## src/rtl/prbs_burst_ctrl_if.sv

```systemverilog
// Host control plus PRBS word stream between burst sequencer and consumer.
// No logic: signal bundle only, latency not applicable.
// Stream side uses valid/ready; the consumer stalls the stream by holding out_ready low.
interface prbs_burst_ctrl_if #(
   parameter int LEN_W = 16
);
   logic             start;
   logic             abort;
   logic [6:0]       seed;
   logic [LEN_W-1:0] burst_len;
   logic             out_valid;
   logic             out_ready;
   logic [7:0]       out_data;
   logic             out_last;
   logic             busy;
   logic             done;
   logic             aborted;
   logic             seed_fixup;
   logic [LEN_W-1:0] words_sent;

   // Sequencer side: produces the stream and status.
   modport master (
      input  start, abort, seed, burst_len, out_ready,
      output out_valid, out_data, out_last, busy, done, aborted, seed_fixup, words_sent
   );

   // Host/consumer side: issues requests and accepts words.
   modport slave (
      output start, abort, seed, burst_len, out_ready,
      input  out_valid, out_data, out_last, busy, done, aborted, seed_fixup, words_sent
   );
endinterface

```

## src/rtl/prbs_burst_ctrl.sv

```systemverilog
// Emits a seeded burst of burst_len 7-bit PRBS words (x^7+x^6+1) as 8-bit stream words.
// First word valid one cycle after start is accepted, then one word per cycle while ready.
// LFSR and counters hold while out_valid & !out_ready, so out_data/out_last stay stable.
module prbs_burst_ctrl #(
   parameter int LEN_W = 16
) (
   input  logic              clk,
   input  logic              reset,
   prbs_burst_ctrl_if.master bus
);
   typedef enum logic [1:0] {
      IDLE = 2'd0,
      RUN  = 2'd1,
      DONE = 2'd2
   } state_t;

   state_t           state;
   logic [6:0]       lfsr;
   logic [LEN_W-1:0] remaining;
   logic [LEN_W-1:0] words_sent;
   logic             aborted;
   logic             seed_fixup;

   logic             handshake;
   logic             final_word;
   logic [6:0]       lfsr_next;
   logic [6:0]       seed_load;

   // An all-zero seed would lock the LFSR, so it is replaced by 7'h01.
   assign seed_load  = (bus.seed == 7'd0) ? 7'h01 : bus.seed;
   assign lfsr_next  = {lfsr[5:0], lfsr[6] ^ lfsr[5]};
   assign handshake  = (state == RUN) && bus.out_ready;
   assign final_word = (remaining == LEN_W'(1));

   // Burst FSM together with LFSR, word counters and sticky status flags.
   always_ff @(posedge clk) begin
      if (reset) begin
         state      <= IDLE;
         lfsr       <= 7'h01;
         remaining  <= '0;
         words_sent <= '0;
         aborted    <= 1'b0;
         seed_fixup <= 1'b0;
      end else begin
         case (state)
            IDLE: begin
               if (bus.start) begin
                  seed_fixup <= (bus.seed == 7'd0);
                  aborted    <= 1'b0;
                  words_sent <= '0;
                  if (bus.burst_len != '0) begin
                     lfsr      <= seed_load;
                     remaining <= bus.burst_len;
                     state     <= RUN;
                  end else begin
                     state     <= DONE;
                  end
               end
            end
            RUN: begin
               if (handshake) begin
                  lfsr       <= lfsr_next;
                  remaining  <= remaining - LEN_W'(1);
                  words_sent <= words_sent + LEN_W'(1);
               end
               // Normal completion takes priority over a coincident abort.
               if (handshake && final_word) begin
                  state <= DONE;
               end else if (bus.abort) begin
                  aborted <= 1'b1;
                  state   <= DONE;
               end
            end
            DONE: begin
               state <= IDLE;
            end
            default: begin
               state <= IDLE;
            end
         endcase
      end
   end

   // Outputs are pure decode of registered state; no input reaches an output combinationally.
   always_comb begin
      bus.out_valid  = (state == RUN);
      bus.out_data   = {lfsr[6], lfsr};
      bus.out_last   = (state == RUN) && final_word;
      bus.busy       = (state != IDLE);
      bus.done       = (state == DONE);
      bus.aborted    = aborted;
      bus.seed_fixup = seed_fixup;
      bus.words_sent = words_sent;
   end
endmodule

```

## src/flat_wrapper.sv

```systemverilog
// flat-port wrapper written by rule: the top's interface ports become plain ports
module prbs_burst_ctrl_flat 
#(
   parameter int LEN_W = 16
)
  (clk, reset, bus_start, bus_abort, bus_seed, bus_burst_len, bus_out_ready, bus_out_valid, bus_out_data, bus_out_last, bus_busy, bus_done, bus_aborted, bus_seed_fixup, bus_words_sent);
  prbs_burst_ctrl_if #(.LEN_W(LEN_W)) bus_i ();
  input  logic clk;
  input  logic reset;
  input wire logic [$bits(bus_i.start)-1:0] bus_start;
  input wire logic [$bits(bus_i.abort)-1:0] bus_abort;
  input wire logic [$bits(bus_i.seed)-1:0] bus_seed;
  input wire logic [$bits(bus_i.burst_len)-1:0] bus_burst_len;
  input wire logic [$bits(bus_i.out_ready)-1:0] bus_out_ready;
  output wire logic [$bits(bus_i.out_valid)-1:0] bus_out_valid;
  output wire logic [$bits(bus_i.out_data)-1:0] bus_out_data;
  output wire logic [$bits(bus_i.out_last)-1:0] bus_out_last;
  output wire logic [$bits(bus_i.busy)-1:0] bus_busy;
  output wire logic [$bits(bus_i.done)-1:0] bus_done;
  output wire logic [$bits(bus_i.aborted)-1:0] bus_aborted;
  output wire logic [$bits(bus_i.seed_fixup)-1:0] bus_seed_fixup;
  output wire logic [$bits(bus_i.words_sent)-1:0] bus_words_sent;
  assign bus_i.start = bus_start;
  assign bus_i.abort = bus_abort;
  assign bus_i.seed = bus_seed;
  assign bus_i.burst_len = bus_burst_len;
  assign bus_i.out_ready = bus_out_ready;
  assign bus_out_valid = bus_i.out_valid;
  assign bus_out_data = bus_i.out_data;
  assign bus_out_last = bus_i.out_last;
  assign bus_busy = bus_i.busy;
  assign bus_done = bus_i.done;
  assign bus_aborted = bus_i.aborted;
  assign bus_seed_fixup = bus_i.seed_fixup;
  assign bus_words_sent = bus_i.words_sent;
  prbs_burst_ctrl #(.LEN_W(LEN_W)) u_core (.clk(clk), .reset(reset), .bus(bus_i));
endmodule
```

## config.mk

```make
export PLATFORM = sky130hd
export DESIGN_NAME = prbs_burst_ctrl_flat
export DESIGN_NICKNAME = d
export VERILOG_FILES = /design/src/rtl/prbs_burst_ctrl_if.sv /design/src/rtl/prbs_burst_ctrl.sv /design/src/flat_wrapper.sv
export SDC_FILE = /design/constraint.sdc
export NUM_CORES = 1
export LEC_CHECK = 0
export ABC_CLOCK_PERIOD_IN_PS = 2520
export CORE_ASPECT_RATIO = 0.6
export CORE_UTILIZATION = 50
export CTS_CLUSTER_DIAMETER = 120
export DETAILED_ROUTE_END_ITERATION = 6
export MAX_ROUTING_LAYER = met4
export PLACE_DENSITY = 0.8
export SKIP_CTS_REPAIR_TIMING = 1
export SLEW_MARGIN = 15
export SYNTH_ARGS = -nofsm -noshare
export SYNTH_HDL_FRONTEND = slang
export SYNTH_SLANG_ARGS = --single-unit
export TNS_END_PERCENT = 1
```

## constraint.sdc

```tcl
create_clock -name clk -period 2.52 [get_ports clk]
set_input_delay 0.252 -clock clk [delete_from_list [all_inputs] [get_ports clk]]
set_output_delay 0.252 -clock clk [all_outputs]
set_load 0.02 [all_outputs]
```

==> impl_metrics.py, run 1 <==
metrics = {
    "synth": {
        "synth_cell_types": 61,
        "syn_area_per_cell_um2": 8.016,
        "synthFlopType": "dfxtp_1",
        "synth_top_area_share_pct": 34.09,
        "ys_warn_count": 0,
        "synth_area_leaders": "dfxtp_1 (34%), nand2_1 (5.9%), a21oi_1 (3.6%)",
        "synth_seq_cells": 43,
        "synthCells": 315,
        "yosys.area.top_type": "dfxtp_1",
        "syn-cell-area_mm2": 0.002525,
        "synth_fp_nets": 346,
        "ys_async_sr_fraction_pct": 0,
        "synth_edf_count": 0,
        "yosysSeqAreaShare_pct": 34.09,
    },
    "sta": {
        "tightest_slew_ns": 0.8131,
        "hold_ws_ns": 0.4924,
        "drv_slew": 0,
        "fmax_mhz": 421.7,
        "period_minus_slack_ns": 2.371,
        "tns_ns": 0,
        "skew_ns": 0.009398,
        "period_share_pct": 94.09,
        "relSlewSlack_pct": 45.79,
        "rsz0062_at_grt": "false",
        "hold_viol_final": 0,
        "setup_violations": 0,
    },
    "global_route": {
        "antenna_found_initial": 0,
        "gr-usage-met2_pct": 43.80,
        "grt_pass1_wl_um": 12790,
        "grt_overflow": 0,
        "grt_pass1_vias": 2584,
        "grt_usage_pct": 31.96,
        "grtUsageMet3_pct": 9.467,
        "top_usage_layer": "met1",
        "met1_usage_pct": 45.16,
        "grt_max_degree": 20,
    },
    "floorplanning": {
        "ios": 58,
        "die_h_um": 57.05,
        "die_area_mm2": 0.005347,
        "core_mm2": 0.004707,
        "std_cell_rows": 19,
        "die_w_um": 93.74,
        "initial_core_util_pct": 53.64,
    },
    "hold_path": {
        "whs_endpoint": "u_core.bus.aborted",
        "hp-start": "u_core.bus.aborted",
        "min_path_type": "register to register",
        "hold_depth": 1,
    },
    "detailed_routing": {
        "firstDrtPassIters": 5,
        "wl_per_cell_um": 18.05,
        "num_vias": 2878,
        "ant_nets": 0,
        "drt_iter0_markers": 336,
        "wirelength_um": 7942,
        "routed_via_density": 6.541,
        "drc": 0,
    },
    "status": {
        "outcome": "finished, final reports clean",
    },
    "clock_network": {
        "clkLatencyLatePin_ns": 0.31,
        "tritoncts": "built",
        "root_buffer": "clkbuf_8",
        "numCtsBuffers": 5,
        "clock-sinks": 43,
        "clk_path_buf_depth": 2,
        "htreeDepth": 2,
        "clk_pin_slew_ns": 0.09,
    },
    "place": {
        "dp_cells": 432,
        "place_area_mm2": 0.003232,
        "routabilityCongestion": 0.9849,
        "dp_hpwl_um": 5902,
        "numPortBuffers": 57,
    },
    "worst_setup_path": {
        "start_kind": "register",
        "crit_required_ns": 2.27,
        "critical_path.max_fanout": 11,
        "worst-r2r-setup-slack_ns": 0.50,
        "rr_endpoint": "u_core.bus.words_sent[12]",
        "r2r-start": "u_core.state[0]",
        "arrival_ns": 2.12,
        "path_class": "register to output port",
        "r2r.worst_path.cells": 4,
        "critPathCaptureType": "output port",
    },
    "final_layout": {
        "drive_gt1_share_pct": 9.019,
        "antenna_cells": 0,
        "syn_to_final_growth_pct": 31.47,
        "stdcell_count": 440,
        "fin_area_mm2": 0.003319,
        "nNetsFinal": 407,
        "fill_cells": 371,
    },
    "pwr": {
        "peakVddDrop_v": 0.0002891,
        "powerDensity_mw_per_mm2": 548.1,
        "power_leakage_nw": 1.211,
    },
    "job": {
        "drv_cap": 0,
    },
}
-- report_power, final --
part | internal (mW) | switching, mW | total [mW]
clock network | 0.194 | 0.263 | 0.457
registers | 0.725 | 0.0569 | 0.782
logic | 0.251 | 0.329 | 0.580
-- synth_stat cells, types with 2 or more instances --
| master | instances |
|---|---|
| o21ai_0 | 10 |
| and3_1 | 2 |
| a221oi_1 | 3 |
| a22o_1 | 2 |
| and4_1 | 3 |
| dfxtp_1 | 43 |
| nor2b_1 | 4 |
| o32ai_1 | 7 |
| nand3_1 | 10 |
| o41ai_1 | 2 |
| o31ai_1 | 6 |
| nand2b_1 | 2 |
| clkbuf_1 | 15 |
| xor2_1 | 2 |
| or3_1 | 11 |
| a211oi_1 | 2 |
| a31oi_1 | 3 |
| o211ai_1 | 3 |
| nor2_1 | 22 |
| o31a_1 | 2 |
| a21oi_1 | 18 |
| buf_2 | 3 |
| nor3_1 | 8 |
| mux2i_1 | 2 |
| o2111ai_1 | 7 |
| a32oi_1 | 3 |
| nand4_1 | 6 |
| nand2_1 | 40 |
| or4_1 | 9 |
| xnor2_1 | 6 |
| nor4b_1 | 3 |
| ha_1 | 3 |
| o211a_1 | 6 |
| o311ai_0 | 2 |
| inv_1 | 7 |
| buf_1 | 2 |
| nor4_1 | 10 |
| mux2_2 | 3 |
-- cell usage in the layout (no fill, tap or decap), drive strengths merged, types with 8 or more instances in the layout --
master and n:
dfxtp 43, nor3 8, or3 11, clkdlybuf4s50 56
o21ai 11, buf 19, nor4 10, nand2 40
nor2 23, a21oi 18, nand3 10, or4 10
-- per-layer routing --
| layer | up-vias | wire (um) | part of all wire [%] |
|---|---|---|---|
| li1 | 1329 | - | - |
| met4 | 0 | 106 | 1.3 |
| met3 | 16 | 1021 | 13 |
| met2 | 197 | 3212 | 40 |
| met1 | 1336 | 3601 | 45 |
| met5 | - | 0 | 0 |
-- through the flow --
step	power [mW]	setup slack, ns	utilization (%)
2_1_floorplan	1.119	0.6349	-
3_3_place_gp	1.349	0.3297	68.66
3_5_place_dp	1.355	0.2113	68.66
4_1_cts	1.800	0.03646	70.47
5_1_grt	1.901	0.1067	70.52
6_report	1.819	0.1489	70.52
-- cell type report --
| type | count | area (um^2) | area share [%] |
|---|---|---|---|
| Sequential cell | 43 | 860.8 | 25.93 |
| Timing Repair Buffer | 76 | 728.2 | 21.94 |
| Clock buffer | 6 | 72.57 | 2.186 |
| Tap cell | 63 | 78.83 | 2.375 |
| Multi-Input combinational cell | 242 | 1536 | 46.29 |
| Inverter | 8 | 30.03 | 0.9046 |
| Clock inverter | 2 | 12.51 | 0.3769 |
-- worst max-delay path, cell delays in order, from the launching register on --
cell and delay, ns:
dfxtp_1 0.56, nand2b_1 0.29, inv_1 0.15, buf_4 0.19
clkdlybuf4s50_1 0.62
-- worst max-delay path by stage --
stage,startpoint,to,slack (ns),depth (start not counted)
after floorplan,u_core.bus.words_sent[0],u_core.bus.words_sent[14],0.63,6
after global placement,bus_out_ready,u_core.bus.words_sent[14],0.33,5
after detailed placement,bus_burst_len[4],u_core.state[1],0.21,6
after CTS,u_core.remaining[4],bus_out_last,0.04,5
after global routing,u_core.state[0],bus_out_valid,0.11,4
final,u_core.state[0],bus_out_valid,0.15,4
-- cells by family after synthesis --
logic type	share of synthesized area, %
AOI/OAI and AO/OA	25.22
xor gates and xnor gates	2.775
adders and majority gates	1.487
buffers and inverters	5.054
DFF	34.09
muxes	2.676
and+or+nand+nor	28.69
-- sequential cells by signal, summed over array words and instances, names as in the netlist --
| register | count |
|---|---|
| u_core.bus.aborted | 1 |
| u_core.state | 2 |
| u_core.remaining | 16 |
| u_core.bus.words_sent | 16 |
| u_core.lfsr | 7 |
| u_core.bus.seed_fixup | 1 |
Power figures use the tool's default switching activity.
==> run 2, diff against run 1 <==
--- a/config.mk
+++ b/config.mk
@@ -10,6 +10,7 @@
 export CORE_UTILIZATION = 50
 export CTS_CLUSTER_DIAMETER = 120
 export DETAILED_ROUTE_END_ITERATION = 6
+export HOLD_SLACK_MARGIN = 0.15
 export MAX_ROUTING_LAYER = met4
 export PLACE_DENSITY = 0.8
 export SKIP_CTS_REPAIR_TIMING = 1
==> results of run 2 <==
Final layout, timing and power as in run 1 (identical DEF).
==> run 3, diff against run 2 <==
--- a/config.mk
+++ b/config.mk
@@ -13,6 +13,7 @@
 export HOLD_SLACK_MARGIN = 0.15
 export MAX_ROUTING_LAYER = met4
 export PLACE_DENSITY = 0.8
+export RECOVER_POWER = 100
 export SKIP_CTS_REPAIR_TIMING = 1
 export SLEW_MARGIN = 15
 export SYNTH_ARGS = -nofsm -noshare
==> run 3 against run 2 <==
Against the previous run: core utilization is 0.72 points lower; combinational power is 2% lower; critical path depth stayed put; first-iteration DRC count is 2.1% higher; highest routed layer unchanged; setup slack worse by 0.0057 ns.
==> impl_metrics.py, run 3 (synthesized netlist as in run 1, its figures left out) <==
metrics = {
    "detailed_routing": {
        "num_vias": 2867,
        "wirelength_um": 7925,
        "ant_nets": 0,
        "firstDrtPassIters": 6,
        "routed_via_density": 6.516,
        "drc": 0,
        "drt_iter0_markers": 343,
        "wl_per_cell_um": 18.01,
    },
    "global_route": {
        "grt_usage_pct": 31.96,
        "grt_overflow": 0,
        "grt_max_degree": 20,
        "grt_pass1_vias": 2584,
        "antenna_found_initial": 0,
        "grt_pass1_wl_um": 12790,
    },
    "floorplanning": {
        "initial_core_util_pct": 53.64,
        "die_w_um": 93.74,
        "std_cell_rows": 19,
        "die_area_mm2": 0.005347,
        "ios": 58,
        "core_mm2": 0.004707,
        "die_h_um": 57.05,
    },
    "sta": {
        "hold_viol_final": 0,
        "tightest_slew_ns": 0.8192,
        "relSlewSlack_pct": 45.38,
        "fin_ws_ns": 0.1432,
        "drv_slew": 0,
        "period_share_pct": 94.32,
        "setup_violations": 0,
        "tns_ns": 0,
        "rsz0062_at_grt": "false",
        "fmax_mhz": 420.7,
        "skew_ns": 0.009289,
        "period_minus_slack_ns": 2.377,
        "hold_ws_ns": 0.4887,
    },
    "worst_setup_path": {
        "arrival_ns": 2.12,
        "critical_path.max_fanout": 11,
        "r2r-start": "u_core.state[0]",
        "path_class": "register to output port",
        "crit_required_ns": 2.27,
        "critPathCaptureType": "output port",
        "start_kind": "register",
        "startpoint": "u_core.state[0]",
    },
    "final_layout": {
        "stdcell_count": 440,
        "final_util_pct": 69.80,
        "drive_gt1_share_pct": 7.162,
        "mostFrequentLayoutCells": "dfxtp_1 (43), nand2_1 (40), dlygate4sd3_1 (30), clkdlybuf4s50_1 (26), nor2_1 (23)",
        "final_common_cell": "dfxtp_1",
        "largestRegisters": "u_core.bus.words_sent: 16 flops, u_core.remaining: 16 flops, u_core.lfsr: 7 flops",
        "syn_to_final_growth_pct": 30.13,
        "antenna_cells": 0,
        "nNetsFinal": 407,
    },
    "pwr": {
        "power_leakage_nw": 1.254,
        "powerDensity_mw_per_mm2": 549.0,
        "p_comb_share_pct": 31.5,
        "switchingPower_mw": 0.6477,
        "swShare_pct": 35.90,
        "internal_power_mw": 1.156,
        "pwr-share-clk_pct": 25.2,
        "peakVddDrop_v": 0.0002819,
        "p_seq_share_pct": 43.3,
    },
    "clock_network": {
        "clock-sinks": 43,
        "clk_path_buf_depth": 2,
        "root_buffer": "clkbuf_8",
        "tritoncts": "built",
        "numCtsBuffers": 5,
        "htreeDepth": 2,
        "clk_pin_slew_ns": 0.09,
        "clkLatencyLatePin_ns": 0.31,
    },
    "place": {
        "routabilityCongestion": 0.9849,
        "dp_cells": 432,
        "numPortBuffers": 57,
        "dp_hpwl_um": 5902,
        "dp_slack_ns": 0.2113,
    },
    "job": {
        "drv_cap": 0,
    },
    "status": {
        "outcome": "finished, final reports clean",
    },
    "hold_path": {
        "min_path_type": "register to register",
        "hp-start": "u_core.bus.aborted",
    },
}
==> run 3: cell types whose count changed in the layout (fill, tap and decap cells not counted), sizes merged <==
cell / before / now
clkdlybuf4s50: 56 / 26
dlygate4sd3: 0 / 30
clkbuf: 6 / 12
buf: 19 / 14
dlymetal6s2s: 1 / 0
==> run 3: layout make-up <==
type / count / area [um^2]
multi-input cells: 242 / 1530
repair buffers: 76 / 700.7
fillers: 379 / 1421
flip-flops and latches: 43 / 860.8
inverters: 8 / 30.03
clock buffers: 6 / 72.57
clock inverters: 2 / 12.51
well taps: 63 / 78.83
==> run 3: worst paths after layout <==
check / cells past startpoint / slack (ns) / endpoint
max: 4 / 0.14 / bus_out_valid
min: 1 / 0.49 / u_core.bus.aborted
max reg2reg: 5 / 0.24 / u_core.remaining[14]
min reg2reg: 1 / 0.49 / u_core.bus.aborted
==> run 3: routing by layer <==
metal  GRT usage (%)  share of wire, %  vias to the layer above
li1                -                 -                     1333
met1           45.16                46                     1316
met2           43.80                41                      205
met3           9.467                12                       13
met4           8.791               1.0                        0
met5               -                 0                        -
==> run 3: power by group through the flow <==
stage | Combinational, mW | Clock, mW | Sequential (mW)
after floorplan | 0.327 | 0 | 0.792
after global placement | 0.557 | 0 | 0.793
after detailed placement | 0.562 | 0 | 0.794
after CTS | 0.566 | 0.455 | 0.779
after global routing | 0.610 | 0.488 | 0.787
final | 0.568 | 0.455 | 0.781
==> run 3: critical path, cell delays in order (launching register included) <==
cell	delay, ns
dfxtp_1	0.52
nand2b_1	0.28
inv_1	0.14
buf_4	0.19
dlygate4sd3_1	0.69
==> run 3: per-stage QoR <==
| stage | area, um^2 | power (mW) |
|---|---|---|
| global route | 3286 | 1.884 |
| global placement | 3232 | 1.349 |
| detailed placement | 3232 | 1.355 |
| finish | 3286 | 1.804 |
| CTS | 3317 | 1.800 |
| floorplan | 2525 | 1.119 |
